==> config.mk <==
export PLATFORM = sky130hd
export DESIGN_NAME = from_hex
export DESIGN_NICKNAME = d
export VERILOG_FILES = /design/src/rtl/from_hex_pkg.sv /design/src/rtl/hex_nibble_decode.sv /design/src/rtl/from_hex.sv
export SDC_FILE = /design/constraint.sdc
export NUM_CORES = 1
export LEC_CHECK = 0
export BUFFER_PORTS_ARGS = -buffer_cell sky130_fd_sc_hd__buf_2
export CORE_UTILIZATION = 35
export CTS_CLUSTER_DIAMETER = 60
export CTS_CLUSTER_SIZE = 14
export DETAILED_ROUTE_END_ITERATION = 8
export HOLD_SLACK_MARGIN = 0.1
export PLACE_DENSITY = 0.62
export SYNTH_ARGS = -nofsm -noshare
export SYNTH_HDL_FRONTEND = slang
export SYNTH_SLANG_ARGS = --single-unit
==> constraint.sdc <==
create_clock -name clk -period 4.5 [get_ports clk]
set_input_delay 0.45 -clock clk [delete_from_list [all_inputs] [get_ports clk]]
set_output_delay 0.45 -clock clk [all_outputs]
set_load 0.01 [all_outputs]
==> src/rtl/from_hex_pkg.sv <==
// rtl/from_hex_pkg.sv - shared state encoding and ASCII constants for the hex parser
package from_hex_pkg;

  typedef enum logic [1:0] {
    ST_HI   = 2'd0,
    ST_LO   = 2'd1,
    ST_SEND = 2'd2
  } state_t;

  localparam logic [7:0] CH_0   = 8'h30;
  localparam logic [7:0] CH_9   = 8'h39;
  localparam logic [7:0] CH_A   = 8'h41;
  localparam logic [7:0] CH_F   = 8'h46;
  localparam logic [7:0] CH_LA  = 8'h61;
  localparam logic [7:0] CH_LF  = 8'h66;
  localparam logic [7:0] CH_SP  = 8'h20;
  localparam logic [7:0] CH_TAB = 8'h09;
  localparam logic [7:0] CH_CR  = 8'h0D;
  localparam logic [7:0] CH_NL  = 8'h0A;

endpackage

==> src/rtl/hex_nibble_decode.sv <==
// rtl/hex_nibble_decode.sv - classifies one ASCII character as hex digit / separator
// Macro FROM_HEX_LOWER_EN: accept 'a'-'f' as hex digits.
module hex_nibble_decode
  import from_hex_pkg::*;
(
  input  logic [7:0] char_i,
  output logic       is_hex_o,
  output logic       is_sep_o,
  output logic [3:0] nibble_o
);

  // Digits and letters both carry their value in the low ASCII nibble (letters offset by 9).
  always_comb begin
    is_hex_o = 1'b0;
    nibble_o = 4'd0;
    if (char_i >= CH_0 && char_i <= CH_9) begin
      is_hex_o = 1'b1;
      nibble_o = char_i[3:0];
    end else if (char_i >= CH_A && char_i <= CH_F) begin
      is_hex_o = 1'b1;
      nibble_o = char_i[3:0] + 4'd9;
    end
`ifdef FROM_HEX_LOWER_EN
    else if (char_i >= CH_LA && char_i <= CH_LF) begin
      is_hex_o = 1'b1;
      nibble_o = char_i[3:0] + 4'd9;
    end
`else
`endif
  end

  assign is_sep_o = (char_i == CH_SP) || (char_i == CH_TAB) ||
                    (char_i == CH_CR) || (char_i == CH_NL);

endmodule

==> src/rtl/from_hex.sv <==
// rtl/from_hex.sv - ASCII hex character stream to byte parser (rx_rdy/rx_ack in, tx_en/tx_ack out)
// Macro FROM_HEX_LOWER_EN (via hex_nibble_decode): lowercase hex digits accepted.
module from_hex
  import from_hex_pkg::*;
#(
  parameter bit SKIP_SEP = 1'b1
) (
  input  logic       clk,
  input  logic       rst,
  input  logic [7:0] rx_data,
  input  logic       rx_rdy,
  output logic       rx_ack,
  input  logic       tx_ack,
  output logic [7:0] tx_data,
  output logic       tx_en,
  output logic       err
);

  state_t     state_q;
  logic [3:0] nib_q;
  logic [7:0] tx_data_q;
  logic       rx_ack_q;
  logic       err_q;

  logic       is_hex;
  logic       is_sep;
  logic [3:0] nibble;
  logic       accept;

  hex_nibble_decode u_dec (
    .char_i   (rx_data),
    .is_hex_o (is_hex),
    .is_sep_o (is_sep),
    .nibble_o (nibble)
  );

  // The ack cycle is never an accept cycle, so a source still holding rx_rdy is not re-sampled.
  assign accept = rx_rdy && !rx_ack_q;

  always_ff @(posedge clk or posedge rst) begin
    if (rst) begin
      state_q   <= ST_HI;
      nib_q     <= 4'd0;
      tx_data_q <= 8'd0;
      rx_ack_q  <= 1'b0;
      err_q     <= 1'b0;
    end else begin
      rx_ack_q <= 1'b0;
      err_q    <= 1'b0;
      case (state_q)
        ST_HI: begin
          if (accept) begin
            rx_ack_q <= 1'b1;
            if (is_hex) begin
              nib_q   <= nibble;
              state_q <= ST_LO;
            end else if (!(SKIP_SEP && is_sep)) begin
              err_q <= 1'b1;
            end
          end
        end
        ST_LO: begin
          if (accept) begin
            rx_ack_q <= 1'b1;
            if (is_hex) begin
              tx_data_q <= {nib_q, nibble};
              state_q   <= ST_SEND;
            end else begin
              err_q   <= 1'b1;
              state_q <= ST_HI;
            end
          end
        end
        ST_SEND: begin
          if (tx_ack) state_q <= ST_HI;
        end
        default: state_q <= ST_HI;
      endcase
    end
  end

  assign rx_ack  = rx_ack_q;
  assign err     = err_q;
  assign tx_data = tx_data_q;
  assign tx_en   = (state_q == ST_SEND);

endmodule

Word level (Yosys, flattened, before mapping)
Index checks and enable logic that the tools add are counted.
{"block": "totals", "regBits": 16}
{"block": "classes", "addsub": 1, "n_lt_le_gt_ge": 4, "eq_ne": 10, "n_mux": 18, "reduce_logical": 12}
{"cell": "$eq A8 B4 Y1 const B", "n": 3}
{"cell": "$mux W2", "n": 5}
{"cell": "$mux W1", "n": 9}
{"cell": "$eq A8 B6 Y1 const B", "n": 1}
{"cell": "$ge A8 B6 Y1 const B", "n": 1}
{"cell": "$ge A8 B7 Y1 const B", "n": 1}
{"cell": "$le A8 B6 Y1 const B", "n": 1}
{"cell": "$le A8 B7 Y1 const B", "n": 1}
{"cell": "$mux W4", "n": 2}
{"cell": "$ne A2 B2 Y1 const B", "n": 4}
{"cell": "$pmux W2 S3", "n": 1}
{"cell": "$reduce_and A3 Y1", "n": 2}
{"cell": "$add A4 B4 Y4 const B", "n": 1}
{"cell": "$reduce_and A4 Y1", "n": 1}
{"cell": "$logic_and A1 B1 Y1", "n": 3}
{"cell": "$logic_or A1 B1 Y1", "n": 3}
{"cell": "$eq A2 B1 Y1 const B", "n": 1}
{"cell": "$eq A2 B2 Y1 const B", "n": 1}
{"cell": "$logic_not A2 Y1", "n": 1}
{"cell": "$pmux W1 S2", "n": 1}
{"cell": "$reduce_or A2 Y1", "n": 1}
{"cell": "$logic_not A1 Y1", "n": 1}

Longest topological paths before layout
{"block": "depth", "depth_word": 8, "depth_mapped": 7, "ltp_nobuf": 6}

By module
Synthesis repeated with hierarchy kept, for this count alone.
{"block": "hier_totals", "cells_unflattened": 77, "area_unflattened_um2": 924.6}
{"mod": "from_hex", "instances": 1, "cells_each": 42, "area_each_um2": 644.4, "seq_area_each_um2": 400.4}
{"mod": "hex_nibble_decode", "instances": 1, "cells_each": 35, "area_each_um2": 280.3, "seq_area_each_um2": 0.0}

Least setup slack after synthesis
No wires, ideal clock.
{"block": "synth_path", "kind": "input port to flip-flop", "start": "in rx_data[1]", "end": "reg nib_q[2]", "setup_time_ns": 0.125, "arrival_ns": 1.760, "path_slack_ns": 2.616, "cell_stages": 6, "n_path_buf": 0, "path_cell_list": "inv_1 -> ha_1 -> or4b_4 -> nand4_2 -> a21oi_1 -> mux2_2"}
{"block": "synth_between", "elab_chain_cells": 5, "word_cells_on_any_way": 12, "cone_classes": "add/sub (1); order compare (4); mux (4); reduce/logical (3)"}
{"element": "start, declared", "line": "from_hex.sv:10", "source": "input logic [7:0] rx_data,"}
{"element": "$ge A8 B7 Y1 / $le A8 B7 Y1 (equally long branches)", "line": "hex_nibble_decode.sv:19", "source": "end else if (char_i >= CH_A && char_i <= CH_F) begin"}
{"element": "$logic_and A1 B1 Y1", "line": "hex_nibble_decode.sv:19"}
{"element": "$mux W1", "line": "hex_nibble_decode.sv:19"}
{"element": "$mux W1", "line": "hex_nibble_decode.sv:16", "source": "if (char_i >= CH_0 && char_i <= CH_9) begin"}
{"element": "$reduce_and A3 Y1 (no line)"}
{"element": "end signal, assigned", "line": "from_hex.sv:55", "source": "nib_q <= nibble;"}
{"element": "end, declared", "line": "from_hex.sv:20", "source": "logic [3:0] nib_q;"}
Parallel ways exist; a longest one is shown, timed or not.
A chain may end at the register's enable or synchronous reset.

Worst setup path in the final report
{"block": "layout_path", "start": "in rx_data[0]", "end": "reg tx_data_q[0] (netlist: tx_data[0])"}
{"block": "layout_between", "elab_chain_cells": 5, "word_cells_on_any_way": 12, "cone_classes": "add/sub (1); order compare (4); mux (4); reduce/logical (3)"}
{"element": "$ge A8 B7 Y1 / $le A8 B7 Y1 (equally long branches)", "line": "hex_nibble_decode.sv:19"}
{"element": "$logic_and A1 B1 Y1", "line": "hex_nibble_decode.sv:19"}
{"element": "$mux W1", "line": "hex_nibble_decode.sv:19"}
{"element": "$mux W1", "line": "hex_nibble_decode.sv:16"}
{"element": "$reduce_and A3 Y1 (no line)"}
{"element": "end signal, assigned", "line": "from_hex.sv:66", "source": "tx_data_q <= {nib_q, nibble};"}
{"element": "end, declared", "line": "from_hex.sv:21", "source": "logic [7:0] tx_data_q;"}
Parallel ways exist; a longest one is shown, timed or not.

==> metrics.txt <==
# TYPE chip_impl_metric gauge
chip_impl_metric{name="placement.cell_area",unit="sq um"} 1044
chip_impl_metric{name="initialDrtViolationCount",unit=""} 17
chip_impl_metric{name="drt_pre_antenna_iters",unit=""} 4
chip_impl_metric{name="maximum_number_of_pins_on_one_net_before_global_route_repair",unit=""} 17
chip_impl_metric{name="fin_area",unit="sq um"} 1080
chip_impl_metric{name="drt_drc_violations_left",unit=""} 0
chip_impl_metric{name="final_period_minus_worst_setup_slack",unit="ps"} 1924
chip_impl_info{name="layout.cells.most_common_list",value="22 x sky130_fd_sc_hd__buf_2, 16 x sky130_fd_sc_hd__dfrtp_1, 9 x sky130_fd_sc_hd__mux2_2"} 1
chip_impl_metric{name="comb_power_share",unit="%"} 16.4
chip_impl_metric{name="dieWidth",unit="um"} 52.91
chip_impl_metric{name="finClkSkew",unit="ps"} 4.550
chip_impl_metric{name="start_util",unit="%"} 36.95
chip_impl_metric{name="io_buffer_count",unit=""} 22
chip_impl_metric{name="postcts_resize_cnt",unit=""} 0
chip_impl_metric{name="netlist_area_before_placement",unit="sq um"} 907.1
chip_impl_metric{name="max_freq",unit="MHz"} 519.7
chip_impl_info{name="regToRegStartpoint",value="state_q[1]"} 1
chip_impl_metric{name="vertical_die_dimension",unit="um"} 52.91
chip_impl_metric{name="design.core.area",unit="sq um"} 2455
chip_impl_metric{name="grt_antenna_before_repair",unit=""} 0
chip_impl_metric{name="n_fill_cell",unit=""} 246
chip_impl_metric{name="final_layout_size_suffix_gt1_share",unit="%"} 38.46
chip_impl_metric{name="worstPathMaxFanout",unit=""} 9
chip_impl_metric{name="vias_per_cell",unit=""} 5.060
chip_impl_metric{name="yosys_warnings",unit=""} 0
chip_impl_info{name="endpoint_kind",value="register"} 1
chip_impl_metric{name="power.ir.vdd_worst",unit="mV"} 0.2642
chip_impl_metric{name="timing_worst_slew_pin_value",unit="ps"} 585.0
chip_impl_metric{name="cts_buffer_depth",unit=""} 2
chip_impl_metric{name="power.switching_fraction",unit="%"} 26.00
chip_impl_metric{name="via_count",unit=""} 678
chip_impl_info{name="worst_setup_path_startpoint",value="rx_data[0]"} 1
chip_impl_metric{name="estimated_wirelength_of_the_detail_placed_design",unit="um"} 1346
chip_impl_metric{name="gp_routability_congestion",unit=""} 0.8265
chip_impl_metric{name="antenna_violating_nets_post_route",unit=""} 0
chip_impl_info{name="critPathCapture",value="tx_data[0]"} 1
chip_impl_metric{name="cts.reportedPaths.clkPinSlew",unit="ps"} 100
chip_impl_info{name="crit_path_cell_trace",value="buf_2 -> inv_1 -> ha_1 -> or4b_4 -> nand4_2 -> a21oi_4 -> mux2_2"} 1
chip_impl_metric{name="fp.dieArea",unit="sq um"} 2799
chip_impl_metric{name="syn_area_per_cell",unit="sq um"} 11.48
chip_impl_metric{name="pin_count",unit=""} 23
chip_impl_metric{name="htreeDepth",unit=""} 1
chip_impl_metric{name="setup_total_negative_slack",unit="ps"} 0
chip_impl_metric{name="groute.usage.overall",unit="%"} 13.54
chip_impl_info{name="start_kind",value="input port"} 1
chip_impl_metric{name="power_density",unit="nW/um^2"} 290.5
chip_impl_metric{name="cts_made_buffers",unit=""} 3
chip_impl_metric{name="worst_slew_margin_rel",unit="%"} 60.96
chip_impl_metric{name="syn_to_final_growth",unit="%"} 19.03
chip_impl_metric{name="worst_path_largest_cell_delay",unit="ps"} 380
chip_impl_metric{name="finalCoreUtilization",unit="%"} 43.99
chip_impl_metric{name="finalMaxSlewViolations",unit=""} 0
chip_impl_metric{name="timing.reg2reg.worst_path_depth",unit=""} 4
chip_impl_metric{name="syn_nets",unit=""} 95
chip_impl_metric{name="gate_count_of_the_mapped_netlist",unit=""} 79
chip_impl_metric{name="cts_hold_buffers",unit=""} 0
chip_impl_metric{name="signal_arrival_time_at_the_worst_endpoint",unit="ps"} 2100
chip_impl_metric{name="p_seq_share",unit="%"} 53.1
chip_impl_metric{name="num_antenna_cells",unit=""} 0
chip_impl_metric{name="grt_pass1_vias",unit=""} 606
chip_impl_info{name="cts_tree",value="done"} 1
chip_impl_metric{name="grt_first_pass_wirelength",unit="um"} 2753
chip_impl_info{name="timing.setup.critical_path_class",value="in -> reg"} 1
chip_impl_metric{name="worst-r2r-setup-slack",unit="ps"} 2750
chip_impl_metric{name="internal_power",unit="mW"} 0.2322
chip_impl_metric{name="leakagePower",unit="nW"} 0.5437
chip_impl_metric{name="period_share",unit="%"} 42.76
chip_impl_metric{name="max-cap-violations",unit=""} 0
chip_impl_metric{name="power.net_switching",unit="mW"} 0.08156
chip_impl_info{name="capture_point_of_the_worst_reg_to_reg_path",value="nib_q[3]"} 1
chip_impl_metric{name="final-hold-violation-count",unit=""} 0
chip_impl_info{name="status",value="completed"} 1
chip_impl_metric{name="std_cell_rows",unit=""} 18
chip_impl_info{name="cp_slowest_cell",value="sky130_fd_sc_hd__mux2_2"} 1
chip_impl_metric{name="setup_viol",unit=""} 0
chip_impl_info{name="commonest_non_fill_non_tap_cell_in_the_layout",value="sky130_fd_sc_hd__buf_2"} 1
chip_impl_metric{name="cts_post_setup_buffers_inserted",unit=""} 0
chip_impl_metric{name="worstPathRequired",unit="ps"} 4680
chip_impl_metric{name="report.power.total",unit="mW"} 0.3137
chip_impl_metric{name="part_of_the_power_in_the_clock_network",unit="%"} 30.5
chip_impl_metric{name="route.detailed.wl_per_inst",unit="um"} 12.60
chip_impl_metric{name="final_net_count",unit=""} 121
chip_impl_metric{name="post_synth_num_cell_types",unit=""} 32
chip_impl_metric{name="ys_seq_elements",unit=""} 16
chip_impl_metric{name="drt_wl_total",unit="um"} 1688
chip_impl_metric{name="seqCellArea",unit="sq um"} 400.4
chip_impl_info{name="cts.root.buffer_cell",value="sky130_fd_sc_hd__clkbuf_4"} 1
chip_impl_metric{name="clkLatencyLatePin",unit="ps"} 290
chip_impl_metric{name="synth_sequential_area_ratio",unit="%"} 44.14
chip_impl_metric{name="grt.overflow.total",unit=""} 0
chip_impl_metric{name="multi_input_area",unit="sq um"} 469.2
chip_impl_info{name="unrepaired_setup_endpoints_after_global_routing",value="no"} 1
chip_impl_metric{name="fin_worst_hold_slack",unit="ps"} 206.4
chip_impl_metric{name="cts.sink_count",unit=""} 16
chip_impl_info{name="worstHoldPathType",value="in -> async"} 1
-- stage by stage --
stage,setup slack (ps),cells
3_5_place_dp,2249,130
6_report,2576,134
4_1_cts,2544,134
2_1_floorplan,2616,79
5_1_grt,2469,134
3_3_place_gp,2269,130
-- worst max-delay path, delay by kind of cell --
| kind | cells | cell delay (ps) |
|---|---|---|
| compound gates | 1 | 360 |
| fa+ha+maj | 1 | 230 |
| mux | 1 | 380 |
| simple gates | 2 | 400 |
| buf+inv | 2 | 280 |
-- power by group through the flow --
stage	registers, mW	clock network [mW]	logic, mW
2_1_floorplan	0.170	0	0.0303
3_3_place_gp	0.169	0	0.0515
3_5_place_dp	0.170	0	0.0518
4_1_cts	0.167	0.0956	0.0524
5_1_grt	0.169	0.103	0.0583
6_report	0.167	0.0956	0.0514
-- sequential cells by signal, summed over array words and instances, names as in the netlist --
name     count
rx_ack       1
err          1
nib_q        4
state_q      2
tx_data      8
-- metal layers --
| metal | part of all wire (%) | track usage, % | wire length (um) | vias up |
|---|---|---|---|---|
| li1 | - | - | - | 342 |
| met1 | 50 | 19.64 | 844 | 319 |
| met2 | 44 | 20.25 | 739 | 15 |
| met3 | 5.4 | 2.011 | 91 | 2 |
| met4 | 0.71 | 4.825 | 12 | 0 |
| met5 | 0 | 0 | 0 | - |
-- synth_stat cells (all sizes together) --
cell type	instances	area share (%)
a2111oi	1	1.7
a211o	1	0.97
a21o	3	2.5
a21oi	6	4.6
a22o	1	0.97
a22oi	1	0.83
a31oi	1	0.69
and4	1	0.97
buf	1	1.2
dfrtp	16	44
ha	4	5.5
inv	7	2.9
mux2	9	11
mux2i	2	2.2
nand2	4	1.7
nand2b	3	2.1
nand3	1	0.55
nand4	1	1.4
nand4b	1	0.97
nand4bb	1	1.2
nor2	1	0.41
nor2b	2	1.4
nor3	1	0.55
nor3b	1	0.83
nor4	2	3.0
o21ai	3	1.7
o21bai	1	0.83
o22ai	1	0.69
o32ai	1	0.97
or4b	1	1.5
-- logic make-up after synthesis --
group           after synthesis  synth area share [%]
fa+ha+maj                     4                 5.517
mux                          11                 13.38
compound gates               20                 16.28
flops                        16                 44.14
simple gates                 20                 16.55
buf+inv                       8                 4.138
-- area by class of cell --
cell class | count | area share, %
Multi-Input combinational cell | 55 | 43.45
Sequential cell | 16 | 37.08
Timing Repair Buffer | 22 | 10.20
Tap cell | 30 | 3.476
Clock buffer | 4 | 3.360
Inverter | 7 | 2.433
-- how the worst min path moves through the flow --
| stage | to | cells past startpoint |
|---|---|---|
| 6_report | state_q[0] | 2 |
| 5_1_grt | rx_ack | 2 |
| 4_1_cts | rx_ack | 2 |
| 3_5_place_dp | rx_ack | 1 |
| 3_3_place_gp | rx_ack | 1 |
| 2_1_floorplan | err | 1 |
(Power assumes the default switching activity.)
